**src/rtl/dm_arbiter_pkg.sv**
```systemverilog
// Shared definitions for the data-memory arbiter: access size codes, FSM
// state encoding and the alignment check applied when a request is latched.
package dm_arbiter_pkg;

    localparam logic [1:0] SZ_BYTE = 2'b00;
    localparam logic [1:0] SZ_HALF = 2'b01;
    localparam logic [1:0] SZ_WORD = 2'b10;
    localparam logic [1:0] SZ_ILL  = 2'b11;

    typedef enum logic [1:0] {
        ST_IDLE = 2'b00,
        ST_ACC0 = 2'b01,
        ST_ACC1 = 2'b10,
        ST_DONE = 2'b11
    } dm_state_t;

    // Illegal size, odd halfword or non-word-aligned word access.
    function automatic logic f_bad_access(input logic [1:0] size, input logic [1:0] lsb);
        return (size == SZ_ILL) ||
               ((size == SZ_HALF) && lsb[0]) ||
               ((size == SZ_WORD) && (lsb != 2'b00));
    endfunction

endpackage

```
**src/rtl/dm_arbiter_rr_arb2.sv**
```systemverilog
// Two-way round-robin picker. The pointer names the requester favoured on a
// tie and flips to the other side whenever a grant is taken.
module rr_arb2 (
    input  logic       clk,
    input  logic       rst,
    input  logic [1:0] i_req,
    input  logic       i_advance,
    output logic [1:0] o_gnt,
    output logic       o_ptr
);

    logic r_ptr;

    always_comb begin
        o_gnt = i_req;
        if (i_req == 2'b11) begin
            o_gnt = r_ptr ? 2'b10 : 2'b01;
        end
    end

    always_ff @(posedge clk) begin
        if (rst) begin
            r_ptr <= 1'b0;
        end else if (i_advance) begin
            r_ptr <= o_gnt[0];
        end
    end

    assign o_ptr = r_ptr;

endmodule

```
**src/rtl/dm_arbiter.sv**
```systemverilog
// Two-port access controller for the byte-lane data memory: round-robin
// arbitration, alignment checking, halfword splitting and read extension.
module dm_arbiter
    import dm_arbiter_pkg::*;
#(
    parameter int ADDR_W = 10
) (
    input  logic              clk,
    input  logic              rst,
    input  logic              m0_req,
    input  logic              m0_we,
    input  logic [1:0]        m0_size,
    input  logic              m0_sext,
    input  logic [ADDR_W-1:0] m0_addr,
    input  logic [31:0]       m0_wdata,
    output logic              m0_gnt,
    output logic              m0_done,
    output logic              m0_err,
    output logic [31:0]       m0_rdata,
    input  logic              m1_req,
    input  logic              m1_we,
    input  logic [1:0]        m1_size,
    input  logic              m1_sext,
    input  logic [ADDR_W-1:0] m1_addr,
    input  logic [31:0]       m1_wdata,
    output logic              m1_gnt,
    output logic              m1_done,
    output logic              m1_err,
    output logic [31:0]       m1_rdata,
    output logic [ADDR_W-1:0] dm_addr,
    output logic [31:0]       dm_din,
    output logic              dm_we,
    output logic              dm_islb,
    output logic              dm_issb,
    input  logic [31:0]       dm_dout
);

    dm_state_t         r_state;
    dm_state_t         w_next;

    logic [1:0]        w_req;
    logic [1:0]        w_pick;
    logic              w_ptr;
    logic              w_adv;
    logic              w_win;

    logic              w_sel_we;
    logic [1:0]        w_sel_size;
    logic              w_sel_sext;
    logic [ADDR_W-1:0] w_sel_addr;
    logic [31:0]       w_sel_wdata;
    logic              w_sel_bad;

    logic              r_owner;
    logic              r_we;
    logic [1:0]        r_size;
    logic              r_sext;
    logic [ADDR_W-1:0] r_addr;
    logic [31:0]       r_wdata;
    logic              r_err;
    logic [31:0]       r_rbuf;
    logic [31:0]       r_rdata0;
    logic [31:0]       r_rdata1;
    logic              w_done;

    // Read extension is done here; the memory's own lb extension is ignored.
    function automatic logic [31:0] f_extend(input logic [31:0] raw, input logic [1:0] size,
                                             input logic sext);
        logic [31:0] res;
        case (size)
            SZ_BYTE: res = sext ? {{24{raw[7]}}, raw[7:0]} : {24'h0, raw[7:0]};
            SZ_HALF: res = sext ? {{16{raw[15]}}, raw[15:0]} : {16'h0, raw[15:0]};
            default: res = raw;
        endcase
        return res;
    endfunction

    assign w_req = {m1_req, m0_req};
    assign w_adv = (r_state == ST_IDLE) && (|w_req) && !rst;

    rr_arb2 u_rr_arb2 (
        .clk       (clk),
        .rst       (rst),
        .i_req     (w_req),
        .i_advance (w_adv),
        .o_gnt     (w_pick),
        .o_ptr     (w_ptr)
    );

    assign w_win       = w_pick[1];
    assign w_sel_we    = w_win ? m1_we    : m0_we;
    assign w_sel_size  = w_win ? m1_size  : m0_size;
    assign w_sel_sext  = w_win ? m1_sext  : m0_sext;
    assign w_sel_addr  = w_win ? m1_addr  : m0_addr;
    assign w_sel_wdata = w_win ? m1_wdata : m0_wdata;
    assign w_sel_bad   = f_bad_access(w_sel_size, w_sel_addr[1:0]);

    always_comb begin
        w_next = r_state;
        case (r_state)
            ST_IDLE: if (|w_req) w_next = w_sel_bad ? ST_DONE : ST_ACC0;
            ST_ACC0: w_next = (r_size == SZ_HALF) ? ST_ACC1 : ST_DONE;
            ST_ACC1: w_next = ST_DONE;
            ST_DONE: w_next = ST_IDLE;
            default: w_next = ST_IDLE;
        endcase
    end

    always_ff @(posedge clk) begin
        if (rst) begin
            r_state <= ST_IDLE;
        end else begin
            r_state <= w_next;
        end
    end

    // Request fields are held here so the requester may change them after gnt.
    always_ff @(posedge clk) begin
        if (w_adv) begin
            r_owner <= w_win;
            r_we    <= w_sel_we;
            r_size  <= w_sel_size;
            r_sext  <= w_sel_sext;
            r_addr  <= w_sel_addr;
            r_wdata <= w_sel_wdata;
            r_err   <= w_sel_bad;
        end
    end

    always_comb begin
        dm_addr = '0;
        dm_din  = 32'h0;
        dm_we   = 1'b0;
        dm_islb = 1'b0;
        dm_issb = 1'b0;
        if (!rst) begin
            case (r_state)
                ST_ACC0: begin
                    dm_addr = r_addr;
                    dm_we   = r_we;
                    if (r_size == SZ_WORD) begin
                        dm_din = r_wdata;
                    end else begin
                        dm_din  = {24'h0, r_wdata[7:0]};
                        dm_islb = ~r_we;
                        dm_issb = r_we;
                    end
                end
                ST_ACC1: begin
                    dm_addr = r_addr + ADDR_W'(1);
                    dm_we   = r_we;
                    dm_din  = {24'h0, r_wdata[15:8]};
                    dm_islb = ~r_we;
                    dm_issb = r_we;
                end
                default: ;
            endcase
        end
    end

    // Byte reads keep only lane 0; the high half of a split read lands in [15:8].
    always_ff @(posedge clk) begin
        if (r_state == ST_ACC0) begin
            r_rbuf <= (r_size == SZ_WORD) ? dm_dout : {24'h0, dm_dout[7:0]};
        end else if (r_state == ST_ACC1) begin
            r_rbuf[15:8] <= dm_dout[7:0];
        end
    end

    always_ff @(posedge clk) begin
        if (rst) begin
            r_rdata0 <= 32'h0;
            r_rdata1 <= 32'h0;
        end else if ((r_state == ST_DONE) && !r_err && !r_we) begin
            if (r_owner) begin
                r_rdata1 <= f_extend(r_rbuf, r_size, r_sext);
            end else begin
                r_rdata0 <= f_extend(r_rbuf, r_size, r_sext);
            end
        end
    end

    assign w_done   = (r_state == ST_DONE) && !rst;
    assign m0_gnt   = w_adv && w_pick[0];
    assign m1_gnt   = w_adv && w_pick[1];
    assign m0_done  = w_done && !r_owner;
    assign m1_done  = w_done && r_owner;
    assign m0_err   = m0_done && r_err;
    assign m1_err   = m1_done && r_err;
    assign m0_rdata = r_rdata0;
    assign m1_rdata = r_rdata1;

endmodule

```
**config.mk**
```make
export PLATFORM = sky130hd
export DESIGN_NAME = dm_arbiter
export DESIGN_NICKNAME = d
export VERILOG_FILES = /design/src/rtl/dm_arbiter_pkg.sv /design/src/rtl/dm_arbiter_rr_arb2.sv /design/src/rtl/dm_arbiter.sv
export SDC_FILE = /design/constraint.sdc
export NUM_CORES = 1
export LEC_CHECK = 0
export BUFFER_PORTS_ARGS = -buffer_cell sky130_fd_sc_hd__buf_2
export CORE_MARGIN = 5
export CORE_UTILIZATION = 45
export CTS_CLUSTER_DIAMETER = 120
export CTS_CLUSTER_SIZE = 24
export DETAILED_ROUTE_END_ITERATION = 8
export PLACE_DENSITY = 0.77
export SYNTH_ARGS = -nofsm -noshare
export SYNTH_HDL_FRONTEND = slang
export SYNTH_SLANG_ARGS = --single-unit
export TNS_END_PERCENT = 5
```
**constraint.sdc**
```tcl
create_clock -name clk -period 4.97 [get_ports clk]
set_clock_uncertainty 0.1 [all_clocks]
set_input_delay 0.497 -clock clk [delete_from_list [all_inputs] [get_ports clk]]
set_output_delay 0.497 -clock clk [all_outputs]
set_load 0.05 [all_outputs]
```
==> reports/qor.yml, run 1 <==
sta:
  fmax_mhz: 282
  hold_violations: 0
  finalCritPeriodShare_pct: 71.3
  rsz0062_at_grt: "no"
  period_minus_slack_ns: 3.55
  maxSlewHeadroom_pct: 27.7
  fin_tns_setup_ns: 0
  setup_viol: 0
  slew_violations: 0
  tightestPinTransition_ns: 1.09
  holdWs_ns: 0.167
clock_tree:
  path_clk_slew_ns: 0.06
  clockBufferDepth: 2
  cts_htree_levels: 4
  cts_buffers: 17
  clock_latency_ns: 0.42
  root_buffer: "clkbuf_16"
  postCtsHoldBufs: 0
  cts_setup_buffers: 0
  clkSinkCount: 147
  cts_resized: 0
  cts_tree: "built"
synth:
  synth_cell_types: 45
  ys_seq_area_share_pct: 56.5
  avgSynthCellArea_um2: 11.3
  synth_nets: 723
  ys_ff_latch: 147
  yosys-top-cells-area: "edfxtp_1 (36%), dfxtp_1 (20%), mux2_2 (6.3%)"
  netlist.area_leader.share_pct: 36.2
  synth_top_area_cell: "edfxtp_1"
  synthCells: 589
  yosysWarnings: 0
  synthesis.area_um2: 6630
global_routing:
  grt_pass1_wl_um: 27800
  antenna_found_initial: 1
  grt_pass1_vias: 5382
  met2_usage_pct: 32.8
  use_met1_pct: 24.0
  use_met3_pct: 7.19
  grt.overflow.total: 0
  grt_max_degree: 67
  grt_busiest_layer: "met2"
  gr-usage-all-layers_pct: 19.8
floorplanning:
  rows: 44
  die_w_um: 131
  coreArea_um2: 14500
  die-area_um2: 17300
  start_util_pct: 45.8
  ios: 243
  die_y_um: 131
setup_path:
  crit_path_end: "dm_addr[4]"
  start_kind: "flip-flop"
  critPathCaptureType: "primary output"
  startpoint: "r_state[1]$_SDFFE_PP0P_"
  r2r_start: "r_size[1]$_DFFE_PP_"
  r2r_cells: 5
  cp.arrival_ns: 2.95
  crit_type: "flip-flop to primary output"
  cp_max_fo: 14
  ff2ff_setup_slack_ns: 2.54
  r2r-end: "r_rbuf[9]$_DFFE_PN_"
  cp.required_ns: 4.37
power:
  vdd_ir_drop_max_mv: 0.247
  clockPowerShare_pct: 31.1
  switching_share_pct: 33.5
  power_leakage_uw: 0.00363
  cell_internal_pwr_uw: 2530
  switchingPower_uw: 1280
  seqPwrFrac_pct: 43.8
  powerDensity_nw_per_um2: 449
  comb_power_share_pct: 25.1
routing:
  wl_per_cell_um: 17.3
  vias: 5303
  ant_nets: 0
  post_drt_via_cell_ratio: 5.25
  wl_um: 17500
  drc: 0
  firstDrtPassIters: 4
  drt_iter0_drc: 330
placed_design:
  portBuffers: 242
  dp_hpwl_um: 12300
  gp_congestion: 0.800
worst_hold_path:
  worstHoldStart: "dm_dout[6]"
  hp-class: "primary input to flip-flop"
finish:
  drive_above_1_share_pct: 42.9
  area_growth_pct: 27.8
  nets: 947
  nFillCells: 1219
  seq_area_um2: 3740
  multi_input_area_um2: 2640
job:
  maxCapViolCount: 0
outcome:
  status: "finished clean"
==> power by group through the flow <==
stage | logic (uW) | clock network, uW | registers, uW
2_1_floorplan | 665 | 0 | 1710
6_report | 956 | 1180 | 1670
3_3_place_gp | 951 | 0 | 1680
3_5_place_dp | 952 | 0 | 1690
4_1_cts | 959 | 1200 | 1670
5_1_grt | 1040 | 1250 | 1690
==> cells by family (layout without fill, tap and decap cells) <==
kind of cell,after synthesis,in the layout,synth area share [%]
flops,147,147,56.5
compound gates,138,138,15.7
other cells,0,1,0
fa+ha+maj,6,6,1.13
mux,48,48,8.12
simple gates,191,191,14.4
buf+inv,59,296,4.15
==> through the flow <==
step                      std cells  total power [uW]  utilization [%]  instance area [um2]  setup WS (ns)
final                          1011              3810             58.5                 8470           1.42
after CTS                      1010              3830             58.5                 8470           1.42
after global placement          978              2630             54.8                 7930           2.04
after detailed placement        978              2640             54.8                 7930           1.96
after global routing           1011              3980             58.5                 8470           1.19
after floorplan                 589              2380                -                 6630          0.912
==> cell type report <==
class,count,share of cell area (%)
flip-flops and latches,147,44.2
multi-input cells,383,31.1
repair buffers,250,15.0
clock buffers,22,5.49
well taps,184,2.72
clock inverters,10,0.856
inverters,14,0.620
diodes,1,0.0295
==> layout by cell type (no fill, tap or decap), types with 4 or more instances in the layout <==
cell type  netlist  routed
a211oi_2        21      21
mux2_1           9       9
and3_1          29      28
edfxtp_1        80      80
ha_1             6       5
o21ai_0         23      23
nor2b_1          6       6
mux2_2          37      37
o21a_1           9       9
nand2_1         42      41
a31oi_1          4       4
and2_1          20      20
clkbuf_16        0      18
nor2_1          65      65
a22o_1           9       9
dfxtp_1         67      67
inv_1           14      14
clkbuf_1        18       4
a21oi_1         25      25
a211oi_1        27      27
buf_4            6       8
buf_2           19     242
nand3_1         11      11
a21oi_2         10      10
==> state kept, by name, summed over array words and instances, names as in the netlist <==
| signal | flops |
|---|---|
| r_err | 1 |
| u_rr_arb2.o_ptr | 1 |
| r_we | 1 |
| r_size | 2 |
| m1_rdata | 32 |
| r_state | 2 |
| r_owner | 1 |
| r_sext | 1 |
| m0_rdata | 32 |
| r_addr | 10 |
| r_wdata | 32 |
| r_rbuf | 32 |
==> worst max-delay path, stage by stage, from the launching register on <==
cell     delay, ns
dfxtp_1       0.39
inv_1         0.11
ha_1          0.54
nor2b_1       0.26
and2_1        0.53
nand2_1       0.11
o21ai_0       0.27
buf_2         0.32
==> worst min path at each step <==
| stage | slack, ns | end | depth (start not counted) |
|---|---|---|---|
| 6_report | 0.17 | r_rbuf[6]$_DFFE_PP_ | 1 |
| 5_1_grt | 0.15 | r_rbuf[6]$_DFFE_PP_ | 1 |
| 4_1_cts | 0.15 | r_rbuf[6]$_DFFE_PP_ | 1 |
| 3_5_place_dp | 0.35 | m1_rdata[6]$_SDFFE_PP0P_ | 2 |
| 3_3_place_gp | 0.34 | m0_rdata[1]$_SDFFE_PP0P_ | 2 |
| 2_1_floorplan | 0.36 | u_rr_arb2.o_ptr$_SDFFE_PP0P_ | 1 |
==> metal layers <==
layer	wire length [um]	vias to the layer above
li1	-	2596
met1	7290	2469
met2	8400	217
met3	1550	21
met4	287	0
met5	0	-
==> synthesized netlist by cell type, drive strengths merged <==
master,instances
o21a,9
a311oi,1
nor4b,2
mux2i,2
a31oi,4
o21ai,26
o2111ai,1
clkbuf,18
and2b,1
a221oi,1
nor2b,6
nor3b,4
a22o,9
edfxtp,80
and2,20
nor2,65
a41oi,1
o2111a,1
nand3b,2
a211oi,48
nand2,42
mux2,46
o311a,1
buf,27
nor3,1
o31ai,1
and3,29
ha,6
nand2b,1
or2,2
nand3,11
and4,2
dfxtp,67
inv,14
nand4,3
a21oi,35
(Power assumes the default switching activity.)
==> run 2, diff against run 1 <==
Clock period 4.97 ns to 3.1 ns, I/O delays scaled along.
==> reports/qor.yml, run 2 (same netlist as run 1, synthesis figures left out) <==
sta:
  fin_tns_setup_ns: 0
  rsz0062_at_grt: "no"
  maxSlewHeadroom_pct: 49.6
  tightestPinTransition_ns: 0.755
  slew_violations: 0
  hold_violations: 0
  fmax_mhz: 348
  period_minus_slack_ns: 2.88
  finalCritPeriodShare_pct: 92.7
  setup_viol: 0
setup_path:
  start_kind: "flip-flop"
  ff2ff_setup_slack_ns: 0.91
  r2r_start: "r_state[0]$_SDFFE_PP0P_"
  r2r_cells: 4
  cp.required_ns: 2.69
  crit_type: "flip-flop to primary output"
  cp_max_fo: 41
  critPathCaptureType: "primary output"
  r2r-end: "r_wdata[25]$_DFFE_PP_"
  cp.arrival_ns: 2.47
placed_design:
  dp_hpwl_um: 12500
  placed_cells: 984
  gp_congestion: 0.872
  portBuffers: 242
global_routing:
  antenna_found_initial: 1
  use_met1_pct: 24.4
  grt_busiest_layer: "met2"
  met2_usage_pct: 31.9
  gr-usage-all-layers_pct: 19.9
  grt_max_degree: 62
  grt_pass1_vias: 5446
  grt_pass1_wl_um: 28000
  grt.overflow.total: 0
  use_met3_pct: 7.30
floorplanning:
  coreArea_um2: 14500
  die-area_um2: 17300
  die_w_um: 131
  die_y_um: 131
  start_util_pct: 45.8
  rows: 44
  ios: 243
finish:
  fin_util_pct: 60.2
  final_common_cell: "buf_2"
  area_growth_pct: 31.4
  mostFrequentLayoutCells: "buf_2 (238), edfxtp_1 (80), dfxtp_1 (67)"
  n_antenna_cell: 0
  instances_no_fill: 1026
  drive_above_1_share_pct: 43.7
  nets: 963
power:
  seqPwrFrac_pct: 43.2
  switching_share_pct: 34.0
  switchingPower_uw: 2090
  clockPowerShare_pct: 30.8
  power_leakage_uw: 0.00373
  vdd_ir_drop_max_mv: 0.330
  cell_internal_pwr_uw: 4060
  comb_power_share_pct: 26.0
  powerDensity_nw_per_um2: 707
job:
  maxCapViolCount: 0
worst_hold_path:
  worstHoldStart: "dm_dout[29]"
  min_to: "r_rbuf[29]$_SDFFCE_PN0P_"
  hp-class: "primary input to flip-flop"
  worstHoldPathCells: 2
routing:
  wl_per_cell_um: 16.8
  drt_iter0_drc: 292
  wl_um: 17200
  drc: 0
  vias: 5303
  ant_nets: 0
  post_drt_via_cell_ratio: 5.17
  firstDrtPassIters: 4
clock_tree:
  path_clk_slew_ns: 0.07
  cts_buffers: 17
  clkSinkCount: 147
  clock_latency_ns: 0.41
  clockBufferDepth: 2
  cts_htree_levels: 4
  root_buffer: "clkbuf_16"
  cts_tree: "built"
outcome:
  status: "finished clean"
run 2: cell types whose count changed in the layout (fill, tap and decap cells not counted), sizes merged:
cell,previous run,this run
dlygate4sd3,0,8
clkbuf,22,17
clkinv,6,8
inv,18,21
diode,1,0
buf,250,258
run 2: cell type report:
type / instances / area, um2
clock buffer: 17 / 425
multi-input combinational: 383 / 2640
fill: 1229 / 5770
inverter: 14 / 52.6
sequential: 147 / 3740
clock inverter: 15 / 124
tap: 184 / 230
timing repair buffer: 266 / 1500
run 2: worst max-delay path, cell delays in order (launching register included):
cell and delay [ns]:
dfxtp_1 0.41, inv_1 0.12, ha_1 0.31, nor2b_1 0.22, and2_1 0.17, buf_6 0.26
o21ai_0 0.14, o21ai_1 0.12, buf_2 0.29
run 2: power groups by stage:
stage / clock (uW) / sequential [uW] / combinational, uW
after global placement: 0 / 2690 / 1570
after floorplan: 0 / 2740 / 1070
after CTS: 1940 / 2660 / 1610
after detailed placement: 0 / 2700 / 1590
after global routing: 2030 / 2700 / 1750
final: 1890 / 2660 / 1600
run 2: through the flow:
step                      worst slack (ns)  total power, uW  cell area, um2  hold WS, ns
after global routing               0.00805             6480            8710       0.0621
after CTS                           0.0693             6210            8690       0.0480
after floorplan                    -0.0600             3820            6640        0.309
final                                0.225             6160            8710       0.0717
after global placement               0.643             4260            8060        0.343
after detailed placement             0.542             4290            8060        0.345
run 2: metal layers:
layer	vias up	share of wire, %
li1	2624	-
met3	16	8.5
met2	214	49
met4	2	1.7
met1	2447	41
met5	-	0.12
run 2: repair_timing:
item	4_1_cts	5_1_grt
endpoints found under the setup margin	0	10
resized for setup	0	2
setup buffers	0	2
endpoints found under the hold margin	8	0
hold buffers	8	0
run 2: worst max-delay path by stage:
stage / depth (start not counted) / slack [ns] / to / from
after floorplan: 6 / -0.06 / dm_islb / r_state[1]$_SDFFE_PP0P_
after global placement: 8 / 0.64 / dm_addr[7] / r_state[1]$_SDFFE_PP0P_
after detailed placement: 7 / 0.54 / dm_addr[3] / r_state[1]$_SDFFE_PP0P_
after CTS: 7 / 0.07 / dm_addr[3] / r_state[1]$_SDFFE_PP0P_
after global routing: 8 / 0.008 / dm_addr[7] / r_state[0]$_SDFFE_PP0P_
final: 8 / 0.22 / dm_addr[7] / r_state[1]$_SDFFE_PP0P_
